**config.mk**
```make
export PLATFORM = sky130hd
export DESIGN_NAME = serial_deser_en
export DESIGN_NICKNAME = d
export VERILOG_FILES = /design/src/rtl/serial_deser_en_pkg.sv /design/src/rtl/serial_bit_counter.sv /design/src/rtl/serial_deser_en.sv
export SDC_FILE = /design/constraint.sdc
export NUM_CORES = 1
export LEC_CHECK = 0
export CAP_MARGIN = 30
export CELL_PAD_IN_SITES_DETAIL_PLACEMENT = 1
export CELL_PAD_IN_SITES_GLOBAL_PLACEMENT = 1
export CORE_AREA = 2 2 49 51
export CTS_CLUSTER_DIAMETER = 30
export DETAILED_ROUTE_END_ITERATION = 10
export DIE_AREA = 0 0 51 53
export GPL_TIMING_DRIVEN = 0
export PLACE_DENSITY = 0.75
export SYNTH_ARGS = -nofsm -noshare
export SYNTH_HDL_FRONTEND = slang
export SYNTH_HIERARCHICAL = 1
export SYNTH_SLANG_ARGS = --single-unit
```
**constraint.sdc**
```tcl
create_clock -name clk -period 3 [get_ports clk]
set_input_delay 0.45 -clock clk [delete_from_list [all_inputs] [get_ports clk]]
set_output_delay 0.45 -clock clk [all_outputs]
set_load 0.02 [all_outputs]
```
**src/rtl/serial_deser_en_pkg.sv**
```systemverilog
// Shared types and constants for the serial deserializer.
// The parity frame format is enabled with SERIAL_DESER_PARITY_EN.
package serial_deser_en_pkg;

   localparam int DEFAULT_WIDTH = 8;
   localparam int CNT_W         = $clog2(DEFAULT_WIDTH + 1);

   typedef enum logic [1:0] {
      ST_IDLE = 2'd0,
      ST_RECV = 2'd1,
      ST_PAR  = 2'd2
   } state_t;

   // Counter width needed to hold frame positions 0..width.
   function automatic int cnt_w(input int width);
      return $clog2(width + 1);
   endfunction

endpackage

```
**src/rtl/serial_bit_counter.sv**
```systemverilog
// Modulo-N up counter with synchronous reset, clear and enable.
// tc flags the last count value so the caller can close a frame.
module serial_bit_counter
   import serial_deser_en_pkg::*;
#(
   parameter int N = DEFAULT_WIDTH,
   parameter int W = $clog2(N)
) (
   input  logic         clk,
   input  logic         reset,
   input  logic         clr,
   input  logic         en,
   output logic [W-1:0] cnt,
   output logic         tc
);

   logic [W-1:0] r_cnt;

   assign tc  = (r_cnt == W'(N - 1));
   assign cnt = r_cnt;

   always_ff @(posedge clk) begin
      if (reset) begin
         r_cnt <= '0;
      end else if (clr) begin
         r_cnt <= '0;
      end else if (en) begin
         if (tc) r_cnt <= '0;
         else    r_cnt <= r_cnt + 1'b1;
      end
   end

endmodule

```
**src/rtl/serial_deser_en.sv**
```systemverilog
// MSB-first serial-to-parallel deserializer with a one-cycle valid strobe.
// Define SERIAL_DESER_PARITY_EN for WIDTH data bits plus one even-parity bit.
module serial_deser_en
   import serial_deser_en_pkg::*;
#(
   parameter int WIDTH = DEFAULT_WIDTH,
`ifdef SERIAL_DESER_PARITY_EN
   localparam int FRAME = WIDTH + 1,
`else
   localparam int FRAME = WIDTH,
`endif
   localparam int BC_W = $clog2(FRAME)
) (
   input  logic             clk,
   input  logic             reset,
   input  logic             en,
   input  logic             clr,
   input  logic             d,
   output logic [WIDTH-1:0] dout,
   output logic             valid,
   output logic             busy,
`ifdef SERIAL_DESER_PARITY_EN
   output logic             parity_err,
`endif
   output logic [BC_W-1:0]  bit_cnt
);

   state_t             r_state;
   logic [WIDTH-1:0]   r_shreg;
   logic [WIDTH-1:0]   r_dout;
   logic               r_valid;
   logic [WIDTH-1:0]   w_shift;
   logic [BC_W-1:0]    w_cnt;
   logic               w_tc;

   assign w_shift = {r_shreg[WIDTH-2:0], d};

   serial_bit_counter #(
      .N (FRAME),
      .W (BC_W)
   ) u_cnt (
      .clk   (clk),
      .reset (reset),
      .clr   (clr),
      .en    (en),
      .cnt   (w_cnt),
      .tc    (w_tc)
   );

`ifdef SERIAL_DESER_PARITY_EN
   logic r_parity_err;
   logic w_last_data;

   assign w_last_data = (w_cnt == BC_W'(WIDTH - 1));
   assign parity_err  = r_parity_err;
`endif

   // Priority reset > clr > en; valid defaults low so it pulses for one cycle.
   always_ff @(posedge clk) begin
      if (reset) begin
         r_state <= ST_IDLE;
         r_shreg <= '0;
         r_dout  <= '0;
         r_valid <= 1'b0;
`ifdef SERIAL_DESER_PARITY_EN
         r_parity_err <= 1'b0;
`endif
      end else begin
         r_valid <= 1'b0;
         if (clr) begin
            r_state <= ST_IDLE;
            r_shreg <= '0;
         end else if (en) begin
            case (r_state)
               ST_IDLE: begin
                  r_shreg <= w_shift;
                  r_state <= ST_RECV;
               end
               ST_RECV: begin
                  r_shreg <= w_shift;
`ifdef SERIAL_DESER_PARITY_EN
                  if (w_last_data) r_state <= ST_PAR;
`else
                  if (w_tc) begin
                     r_dout  <= w_shift;
                     r_valid <= 1'b1;
                     r_state <= ST_IDLE;
                  end
`endif
               end
`ifdef SERIAL_DESER_PARITY_EN
               // The parity bit is checked but never shifted into the word.
               ST_PAR: begin
                  if (w_tc) begin
                     r_dout       <= r_shreg;
                     r_parity_err <= ^{r_shreg, d};
                     r_valid      <= 1'b1;
                     r_state      <= ST_IDLE;
                  end
               end
`endif
               default: r_state <= ST_IDLE;
            endcase
         end
      end
   end

   assign dout    = r_dout;
   assign valid   = r_valid;
   assign busy    = (r_state != ST_IDLE);
   assign bit_cnt = w_cnt;

endmodule
```
* Word level (Yosys, flattened, before mapping)
Cells that the tools add are included.
** Storage, ports and cells
- Flip-flop bits (word level) :: 21
- Input port bits :: 5
- Output and inout port bits :: 13
- Logic and storage cells :: 24
** Cells by class
- $add $sub $neg :: 1
- Equal/unequal tests :: 3
- Mux-type cells :: 4
- Bitwise operators :: 3
- Reductions and logical operators :: 8
** Operators with widths (number)
- $pmux W2 S2 :: 1
- $reduce_and A2 Y1 :: 2
- $reduce_and A4 Y1 :: 1
- $reduce_or A2 Y1 :: 2
- $reduce_or A4 Y1 :: 1
- $add A3 B1 Y3 const B :: 1
- $eq A3 B3 Y1 const B :: 1
- $mux W3 :: 1
- $not A1 Y1 :: 3
- $eq A2 B1 Y1 const B :: 1
- $logic_not A2 Y1 :: 1
- $mux W2 :: 1
- $ne A2 B1 Y1 const B :: 1
- $reduce_bool A2 Y1 :: 1
- $mux W1 :: 1

* Depth between registers and ports, before layout
Gate-level depths: netlist of run 1.
- Depth in word-level cells :: 3
- Depth in mapped cells :: 5
- Mapped depth without buffers :: 4

* Hierarchy
The synthesis of run 1 kept the hierarchy.
** By module, submodules not included
- serial_deser_en :: times used 1, cells an instance 65, area an instance 689.4 sq um, sequential area each 340.3 sq um
- serial_bit_counter :: times used 1, cells an instance 12, area an instance 142.6 sq um, sequential area each 60.1 sq um

* Worst setup path before layout of run 1
No wires, ideal clock.
- Path kind :: register to register
- Start :: register u_cnt.r_cnt[0] (netlist: u_cnt/cnt[0])
- End :: register u_cnt.r_cnt[0] (netlist: u_cnt/cnt[0])
- Library setup time :: 0.079 ns
- Data arrival time :: 1.295 ns
- Data required time :: 2.921 ns
- Slack :: 1.626 ns
- Stages on the path, launching flop included :: 5
- Path buffers :: 0
- Clock period less this slack :: 1.374 ns
- Path through :: dfxtp_1 > ha_1 > ha_1 > or3b_1 > a211oi_2
** Between the ends
- Word-level cells in the longest chain between the ends :: 2
- Elaborated cells on any way between the ends :: 3
- Classes of those cells :: add/sub (1); eq/ne (1); mux (1)
** Ends and longest elaborated chain
- start: declaration :: RTL line serial_bit_counter.sv:17 : logic [W-1:0] r_cnt;
- start signal: assignment :: RTL line serial_bit_counter.sv:29 : else r_cnt <= r_cnt + 1'b1;
- $eq A3 B3 Y1 :: RTL line serial_bit_counter.sv:19 : assign tc = (r_cnt == W'(N - 1));
- named net w_tc :: RTL line serial_deser_en.sv:34 : logic w_tc;
- $mux W3 :: RTL line serial_bit_counter.sv:28 : if (tc) r_cnt <= '0;
The timed path passes the listed nets, and every way through them passes these cells.
A chain may end at the register's enable or synchronous reset.

* Worst setup path in the final report of run 1
- Start :: register r_state[0]
- End :: output busy
** Between the ends
- Word-level cells in the longest chain between the ends :: 1
** Ends and longest elaborated chain
- start: declaration :: RTL line serial_deser_en.sv:28 : state_t r_state;
- start signal: assignment :: RTL line serial_deser_en.sv:61 : r_state <= ST_IDLE;
- start signal: assignment :: RTL line serial_deser_en.sv:71 : r_state <= ST_IDLE;
- start signal: assignment :: RTL line serial_deser_en.sv:77 : r_state <= ST_RECV;
- $reduce_bool A2 Y1 :: RTL line serial_deser_en.sv:110 : assign busy = (r_state != ST_IDLE);
- end: declaration :: RTL line serial_deser_en.sv:21 : output logic busy,
Every way passes these cells.

==> reports/qor.yml, run 1 <==
drc: 0
cts.htree.levels: 1
crit_family: "buffers and inverters"
grt_pass1_vias: 616
gp_congestion: 0.6711
die_h_um: 53
rows: 17
yosysMostFrequentCell: "dfxtp_1"
cts_tree: "done"
fin_crit_sh_pct: 58.94
vias_per_cell: 4.738
maxCapViolCount: 0
synthesis.area_sq_um: 832.0
worstPathRequired_ns: 2.55
synth_common_cells: "20 x dfxtp_1, 17 x mux2i_1, 17 x nand2b_1"
postRouteAntennaNets: 0
path_buf_inv: 1
drt-pass1-iter-count: 1
ys.flop_type: "dfxtp_1"
synthesis.nets: 84
outcome: "finished, final reports clean"
clk_latency_ns: 0.30
worstSetupPathType: "register to primary output"
clk_pin_slew_ns: 0.12
crit_chain: "clkdlybuf4s50_1"
overflow: 0
ys_types: 15
start_util_pct: 38.73
drv_slew: 0
areaGrowthSynthToFinish_pct: 30.98
r2r_slack_ns: 1.62
total_power_mw: 0.5241
p_leak_nw: 0.4017
ctsResizeCount: 0
cp.arrival_ns: 1.32
grt_util_all_layers_pct: 14.01
min_period_ns: 1.768
layout-drive-gt1-share_pct: 10.20
core-area_sq_um: 2148
hold_viol_final: 0
clock-skew-final_ns: 0.01054
post_dp_cell_area_sq_um: 1037
worst_setup_path_start_kind: "register"
fin_nets: 106
nFillCells: 251
place.port_buffers: 17
maxSlewHeadroom_pct: 76.93
clockBufferDepth: 2
hold-worst-slack_ns: 0.4809
ys_top_cells_by_area: "dfxtp_1 48%, mux2i_1 20%, nand2b_1 13%"
min_path_type: "register to register"
grt_setup_unrepaired: "false"
synth_edf_count: 0
final_area_sq_um: 1090
drt_iter0_drc: 0
grt_max_degree: 13
ctsHoldBuffers: 0
cts_buffers: 3
end_kind: "primary output"
root_buffer: "clkbuf_4"
wirelength_um: 1523
yosysWarnings: 6
synth_top_cell_by_area: "dfxtp_1"
cts.sinks: 20
synthArstFlopShare_pct: 0
antennaDiodeCount: 0
syn_avg_cell_area_sq_um: 10.81
syn_inst: 77
cp_slowest_stage_delay_ns: 0.63
antenna_found_initial: 0
io_pins: 18
power.density_nw_per_um2: 480.9
hpwlAfterDp_um: 1147
postCtsSetupRepairBufs: 0
clock.fmax_mhz: 565.6
fp.dieW_um: 51
crit_fanout: 4
yosysSeqAreaShare_pct: 48.12
num_vias: 597
grt_pass1_wl_um: 2746
worst_slew_pin_slew_ns: 0.3450
wl_per_cell_um: 12.09
synth_top_area_share_pct: 48.12
die_area_sq_um: 2703
ir_drop_uv: 227.4
ys_ff_latch: 20
setup-tns-final_ns: 0
setup_viol: 0
critPathSlowestCell: "clkdlybuf4s50_1"
## cells by family (layout without fill, tap and decap cells)
group	after synthesis	count (layout)	share of synthesized area, %
AOI/OAI and AO/OA	1	1	1.504
adders and majority gates	2	2	3.007
buffers and inverters	4	25	3.758
DFF	20	20	48.12
muxes	17	17	20.45
and+or+nand+nor	33	33	23.16
## registers in the layout (all words and copies together) (netlist names)
register,flops
dout,8
r_shreg,7
r_state,1
u_cnt/cnt,3
valid,1
## through the flow
step	instances	setup slack (ns)	utilization, %
2_1_floorplan	77	1.626	-
3_3_place_gp	122	1.134	48.28
3_5_place_dp	122	1.082	48.28
4_1_cts	126	1.210	50.73
5_1_grt	126	1.162	50.73
6_report	126	1.232	50.73
## worst paths after layout
check                     from      endpoint  cells past startpoint
setup / recovery    r_state[0]          busy                      1
hold / removal         dout[3]       dout[3]                      2
setup reg to reg  u_cnt/cnt[0]  u_cnt/cnt[0]                      4
hold reg to reg        dout[3]       dout[3]                      2
## cell usage in the layout, fill, tap and decap left out
cell / n
clkdlybuf4s50_1: 17
nor3b_2: 1
mux2i_1: 17
nor2_1: 9
buf_6: 2
a211oi_2: 1
and4b_1: 1
bufinv_16: 1
or3b_1: 1
nor3_1: 2
buf_2: 1
dfxtp_1: 20
clkbuf_1: 1
clkbuf_4: 3
ha_1: 2
or2_2: 1
nand3_1: 1
nand2b_1: 17
## power by group
group | internal (mW) | leakage [nW] | switching [mW]
clock | 0.135 | 0.0279 | 0.0865
sequential | 0.268 | 0.161 | 0.00176
combinational | 0.0179 | 0.212 | 0.0154
total | 0.420 | 0.402 | 0.104
## cell type report
type | instances | area [sq um] | share of cell area, %
multi-input combinational | 53 | 400.4 | 36.74
clock inverter | 1 | 30.03 | 2.755
buffer | 4 | 31.28 | 2.870
sequential | 20 | 400.4 | 36.74
tap | 28 | 35.03 | 3.215
timing repair buffer | 17 | 170.2 | 15.61
clock buffer | 3 | 22.52 | 2.067
## per-layer routing
metal / wire length [um] / share of wire, % / up-vias / global-route usage (%)
met2: 739 / 49 / 11 / 23.38
met3: 52 / 3.4 / 4 / 2.260
met1: 677 / 44 / 283 / 15.97
li1: - / - / 299 / -
met5: 0 / 0 / - / 0
met4: 53 / 3.5 / 0 / 10.81
Note: power is estimated with default switching activity, not from simulation.
==> run 2, diff against run 1 <==
--- a/config.mk
+++ b/config.mk
@@ -8,12 +8,12 @@
 export CAP_MARGIN = 30
 export CELL_PAD_IN_SITES_DETAIL_PLACEMENT = 1
 export CELL_PAD_IN_SITES_GLOBAL_PLACEMENT = 1
-export CORE_AREA = 2 2 49 51
+export CORE_AREA = 2 2 54 56
 export CTS_CLUSTER_DIAMETER = 30
 export DETAILED_ROUTE_END_ITERATION = 10
-export DIE_AREA = 0 0 51 53
+export DIE_AREA = 0 0 56 58
 export GPL_TIMING_DRIVEN = 0
-export PLACE_DENSITY = 0.75
+export PLACE_DENSITY = 0.65
 export SYNTH_ARGS = -nofsm -noshare
 export SYNTH_HDL_FRONTEND = slang
 export SYNTH_HIERARCHICAL = 1
==> constraint.sdc (replaced) <==
create_clock -name clk -period 1.6 [get_ports clk]
set_input_delay 0.24 -clock clk [delete_from_list [all_inputs] [get_ports clk]]
set_output_delay 0.24 -clock clk [all_outputs]
set_load 0.02 [all_outputs]
==> run 2 against run 1 <==
  * Power increased by 86%
  * Combinational power increased by 87%
  * Final cell count increased by 2.4%
  * Worst setup slack got worse by 1.1 ns
  * Die area increased by 20%
  * Worst hold slack improved by 0.0045 ns
  * First-iteration DRC count increased by 7
  * Sequential power increased by 88%
  * Design area increased by 0.46%
  * Wire length increased by 4.1%
  * Clock-buffer cell count unchanged
  * Largest cell class unchanged
==> reports/qor.yml, run 2 (synthesized netlist as in run 1, its figures left out) <==
total_power_mw: 0.9752
io_pins: 18
wl_per_cell_um: 12.29
drt_iter0_drc: 7
p_leak_nw: 0.4241
switching_share_pct: 19.24
antenna_found_initial: 0
place.port_buffers: 17
clock.fmax_mhz: 658.8
grt_max_degree: 13
cts.sinks: 20
start_util_pct: 31.25
setup_viol: 0
final_common_cell: "dfxtp_1"
rows: 19
min_path_type: "register to register"
min_period_ns: 1.518
ctsHoldBuffers: 0
vias_per_cell: 4.636
postRouteAntennaNets: 0
root_buffer: "clkbuf_4"
p_clk_share_pct: 41.8
overflow: 0
fin_nets: 106
die_area_sq_um: 3248
drc: 0
worstPathRequired_ns: 1.36
fp.dieW_um: 56
crit_family: "buffers and inverters"
maxCapViolCount: 0
clockBufferDepth: 2
hold-worst-slack_ns: 0.4853
worst_setup_path_start_kind: "register"
core-area_sq_um: 2663
worst_slew_pin_slew_ns: 0.3706
pwr-share-seq_pct: 51.8
fin_cells: 129
final_area_sq_um: 1095
clk_pin_slew_ns: 0.12
hpwlAfterDp_um: 1178
postCtsSetupRepairBufs: 0
power.density_nw_per_um2: 890.8
end_kind: "primary output"
post_dp_cell_area_sq_um: 1041
num_vias: 598
wirelength_um: 1586
cts_tree: "done"
path_buf_inv: 1
internal_power_mw: 0.7875
setup-tns-final_ns: 0
clock-skew-final_ns: 0.01228
fin_crit_sh_pct: 94.87
layout-drive-gt1-share_pct: 10.20
drv_slew: 0
antennaDiodeCount: 0
die_h_um: 58
largest_reg_flops: 8
crit_chain: "clkdlybuf4s50_1"
worstSetupPathType: "register to primary output"
grt_setup_unrepaired: "false"
final_cell_mix: "20 x dfxtp_1, 17 x mux2i_1, 17 x nand2b_1, 15 x clkdlybuf4s50_1, 9 x nor2_1"
gp_congestion: 0.6895
maxSlewHeadroom_pct: 75.21
pwr-share-comb_pct: 6.4
cp.arrival_ns: 1.28
grt_pass1_vias: 629
cts.htree.levels: 1
critPathSlowestCell: "clkdlybuf4s50_1"
crit_fanout: 4
grt_util_all_layers_pct: 11.35
power.switching_mw: 0.1877
drt-pass1-iter-count: 2
areaGrowthSynthToFinish_pct: 31.58
clk_latency_ns: 0.30
cp_slowest_stage_delay_ns: 0.61
grt_pass1_wl_um: 2808
placed_cells: 125
outcome: "finished, final reports clean"
cts_buffers: 3
hold_viol_final: 0
ir_drop_uv: 483.7
run 2: final timing paths:
kind / slack (ns) / startpoint / end / cells past startpoint
worst max-delay path: 0.08 / r_state[0] / busy / 1
worst min-delay path: 0.49 / r_shreg[4] / dout[5] / 2
worst max register to register: 0.19 / u_cnt/cnt[0] / dout[6] / 5
worst min register to register: 0.49 / r_shreg[4] / dout[5] / 2
run 2: timing repair:
action	in CTS	in global routing
endpoints found under the setup margin	1	1
gates resized for setup	1	1
pin swaps	0	0
endpoints found under the hold margin	0	0
run 2: final cells by class:
| class | count | area (sq um) |
|---|---|---|
| plain buffers | 4 | 31.28 |
| flip-flops and latches | 20 | 400.4 |
| clock buffers | 3 | 22.52 |
| well taps | 31 | 38.79 |
| fillers | 304 | 1568 |
| multi-input cells | 53 | 400.4 |
| clock inverters | 1 | 30.03 |
| repair buffers | 17 | 171.4 |
run 2: power groups by stage:
stage,Clock (mW),Sequential [mW],Combinational (mW)
after floorplan,0,0.519,0.0325
after global placement,0,0.516,0.0634
after detailed placement,0,0.516,0.0646
after CTS,0.429,0.505,0.0641
after global routing,0.449,0.506,0.0681
final,0.408,0.505,0.0624
run 2: per-layer routing:
metal / share of wire [%] / track usage [%] / wire length (um)
met1: 44 / 12.72 / 705
met2: 51 / 19.83 / 812
met3: 3.2 / 2.232 / 51
met4: 1.1 / 7.143 / 17
met5: 0 / 0 / 0
run 2: through the flow:
stage / util (%) / setup slack [ns]
6_report: 41.12 / 0.08209
5_1_grt: 41.12 / 0.01343
4_1_cts: 41.02 / 0.02989
3_5_place_dp: 39.10 / -0.1128
3_3_place_gp: 39.10 / -0.05989
2_1_floorplan: - / 0.2260
run 2: worst reg2reg max path: stages (launching register included):
cell	delay (ns)
dfxtp_1	0.40
ha_1	0.17
ha_1	0.17
and4b_1	0.21
buf_6	0.16
mux2i_1	0.21
==> run 3, diff against run 2 <==
--- a/config.mk
+++ b/config.mk
@@ -14,6 +14,7 @@
 export DIE_AREA = 0 0 56 58
 export GPL_TIMING_DRIVEN = 0
 export PLACE_DENSITY = 0.65
+export SETUP_SLACK_MARGIN = 0.1
 export SYNTH_ARGS = -nofsm -noshare
 export SYNTH_HDL_FRONTEND = slang
 export SYNTH_HIERARCHICAL = 1
==> run 3 against run 2 <==
  * Utilization is 0.56 points lower
  * Flip-flop and latch count did not move
  * Non-clock buffer count stayed put
  * Global-route usage about the same
  * Largest power group unchanged
  * First-iteration DRC count stayed put
  * Critical path type unchanged
==> reports/qor.yml, run 3 (synthesized netlist as in run 1, its figures left out) <==
path_buf_inv: 1
total_power_mw: 0.9743
cp.arrival_ns: 1.20
power.density_nw_per_um2: 902.3
antenna_found_initial: 0
drt_iter0_drc: 7
vias_per_cell: 4.636
worstSetupPathType: "register to primary output"
final_cell_mix: "19 x dfxtp_1, 17 x mux2i_1, 17 x nand2b_1, 12 x dlygate4sd2_1, 9 x nor2_1"
clock.fmax_mhz: 695.2
worstPathRequired_ns: 1.36
cts_tree: "done"
finalCoreUtilization_pct: 40.55
postCtsSetupRepairBufs: 0
wirelength_um: 1587
areaGrowthSynthToFinish_pct: 29.77
fin_crit_sh_pct: 89.90
hold_viol_final: 0
root_buffer: "clkbuf_4"
cts.sinks: 20
postRouteAntennaNets: 0
drv_slew: 0
drc: 0
fin_nets: 106
ctsHoldBuffers: 0
clk_latency_ns: 0.30
worst_slew_pin_slew_ns: 0.3706
antennaDiodeCount: 0
post_dp_cell_area_sq_um: 1041
clk_pin_slew_ns: 0.12
crit_chain: "clkdlybuf4s50_1"
grt_util_all_layers_pct: 11.30
core-area_sq_um: 2663
min_period_ns: 1.438
overflow: 0
hpwlAfterDp_um: 1178
grt_setup_unrepaired: "false"
cp_slowest_stage_delay_ns: 0.59
crit_fanout: 1
grt_pass1_vias: 627
worst_setup_path_start_kind: "register"
io_pins: 18
largest_reg_flops: 8
pwr-share-seq_pct: 51.8
grt_max_degree: 13
rows: 19
internal_power_mw: 0.7867
maxSlewHeadroom_pct: 75.21
ir_drop_uv: 483.5
end_kind: "primary output"
pwr-share-comb_pct: 6.3
num_vias: 598
critPathSlowestCell: "clkdlybuf4s50_1"
p_clk_share_pct: 41.9
start_util_pct: 31.25
die_area_sq_um: 3248
final_area_sq_um: 1080
fp.dieW_um: 56
power.switching_mw: 0.1875
die_h_um: 58
final_common_cell: "dfxtp_1"
min_path_type: "register to register"
dpl_worst_slack_ns: -0.1128
p_leak_nw: 0.4585
wl_per_cell_um: 12.30
crit_family: "buffers and inverters"
cts_buffers: 3
clock-skew-final_ns: 0.01215
setup_viol: 0
place.port_buffers: 17
outcome: "finished, final reports clean"
drt-pass1-iter-count: 2
gp_congestion: 0.6895
clockBufferDepth: 2
grt_pass1_wl_um: 2794
layout-drive-gt1-share_pct: 11.22
fin_ws_ns: 0.1616
maxCapViolCount: 0
switching_share_pct: 19.25
cts.htree.levels: 1
[run 3: layer usage]
layer | wire (um) | part of all wire [%] | track usage (%) | up-vias
met1 | 699 | 44 | 12.59 | 287
met4 | 17 | 1.1 | 7.143 | 0
met3 | 60 | 3.8 | 2.232 | 2
li1 | - | - | - | 298
met5 | 0 | 0 | 0 | -
met2 | 810 | 51 | 19.83 | 11
[run 3: timing repair]
item,CTS,global route
endpoints found under the setup margin,12,3
endpoints found under the hold margin,0,0
resized for setup,12,1
pin swaps,0,0
[run 3: metrics by stage]
step / TNS (ns) / hold slack [ns] / instances
2_1_floorplan: 0 / 0.3046 / 77
3_3_place_gp: -0.4374 / 0.4584 / 125
3_5_place_dp: -0.7378 / 0.4694 / 125
4_1_cts: 0 / 0.4873 / 129
5_1_grt: 0 / 0.5128 / 129
6_report: 0 / 0.4835 / 129
[run 3: final timing paths]
kind                      from       to  slack (ns)  depth (start not counted)
setup / recovery         valid    valid        0.16                          1
hold / removal         dout[1]  dout[1]        0.48                          2
setup reg to reg  u_cnt/cnt[1]  dout[6]        0.23                          5
hold reg to reg        dout[1]  dout[1]        0.48                          2
[run 3: area by class of cell]
class,instances,area (sq um)
fill,311,1583
sequential,20,401.6
multi-input combinational,53,400.4
timing repair buffer,17,155.1
tap,31,38.79
buffer,4,31.28
clock inverter,1,30.03
clock buffer,3,22.52
[run 3: power groups by stage]
stage / registers, mW / logic, mW / clock network [mW]
2_1_floorplan: 0.519 / 0.0325 / 0
3_3_place_gp: 0.516 / 0.0634 / 0
3_5_place_dp: 0.516 / 0.0646 / 0
4_1_cts: 0.505 / 0.0630 / 0.429
5_1_grt: 0.506 / 0.0671 / 0.449
6_report: 0.505 / 0.0613 / 0.408
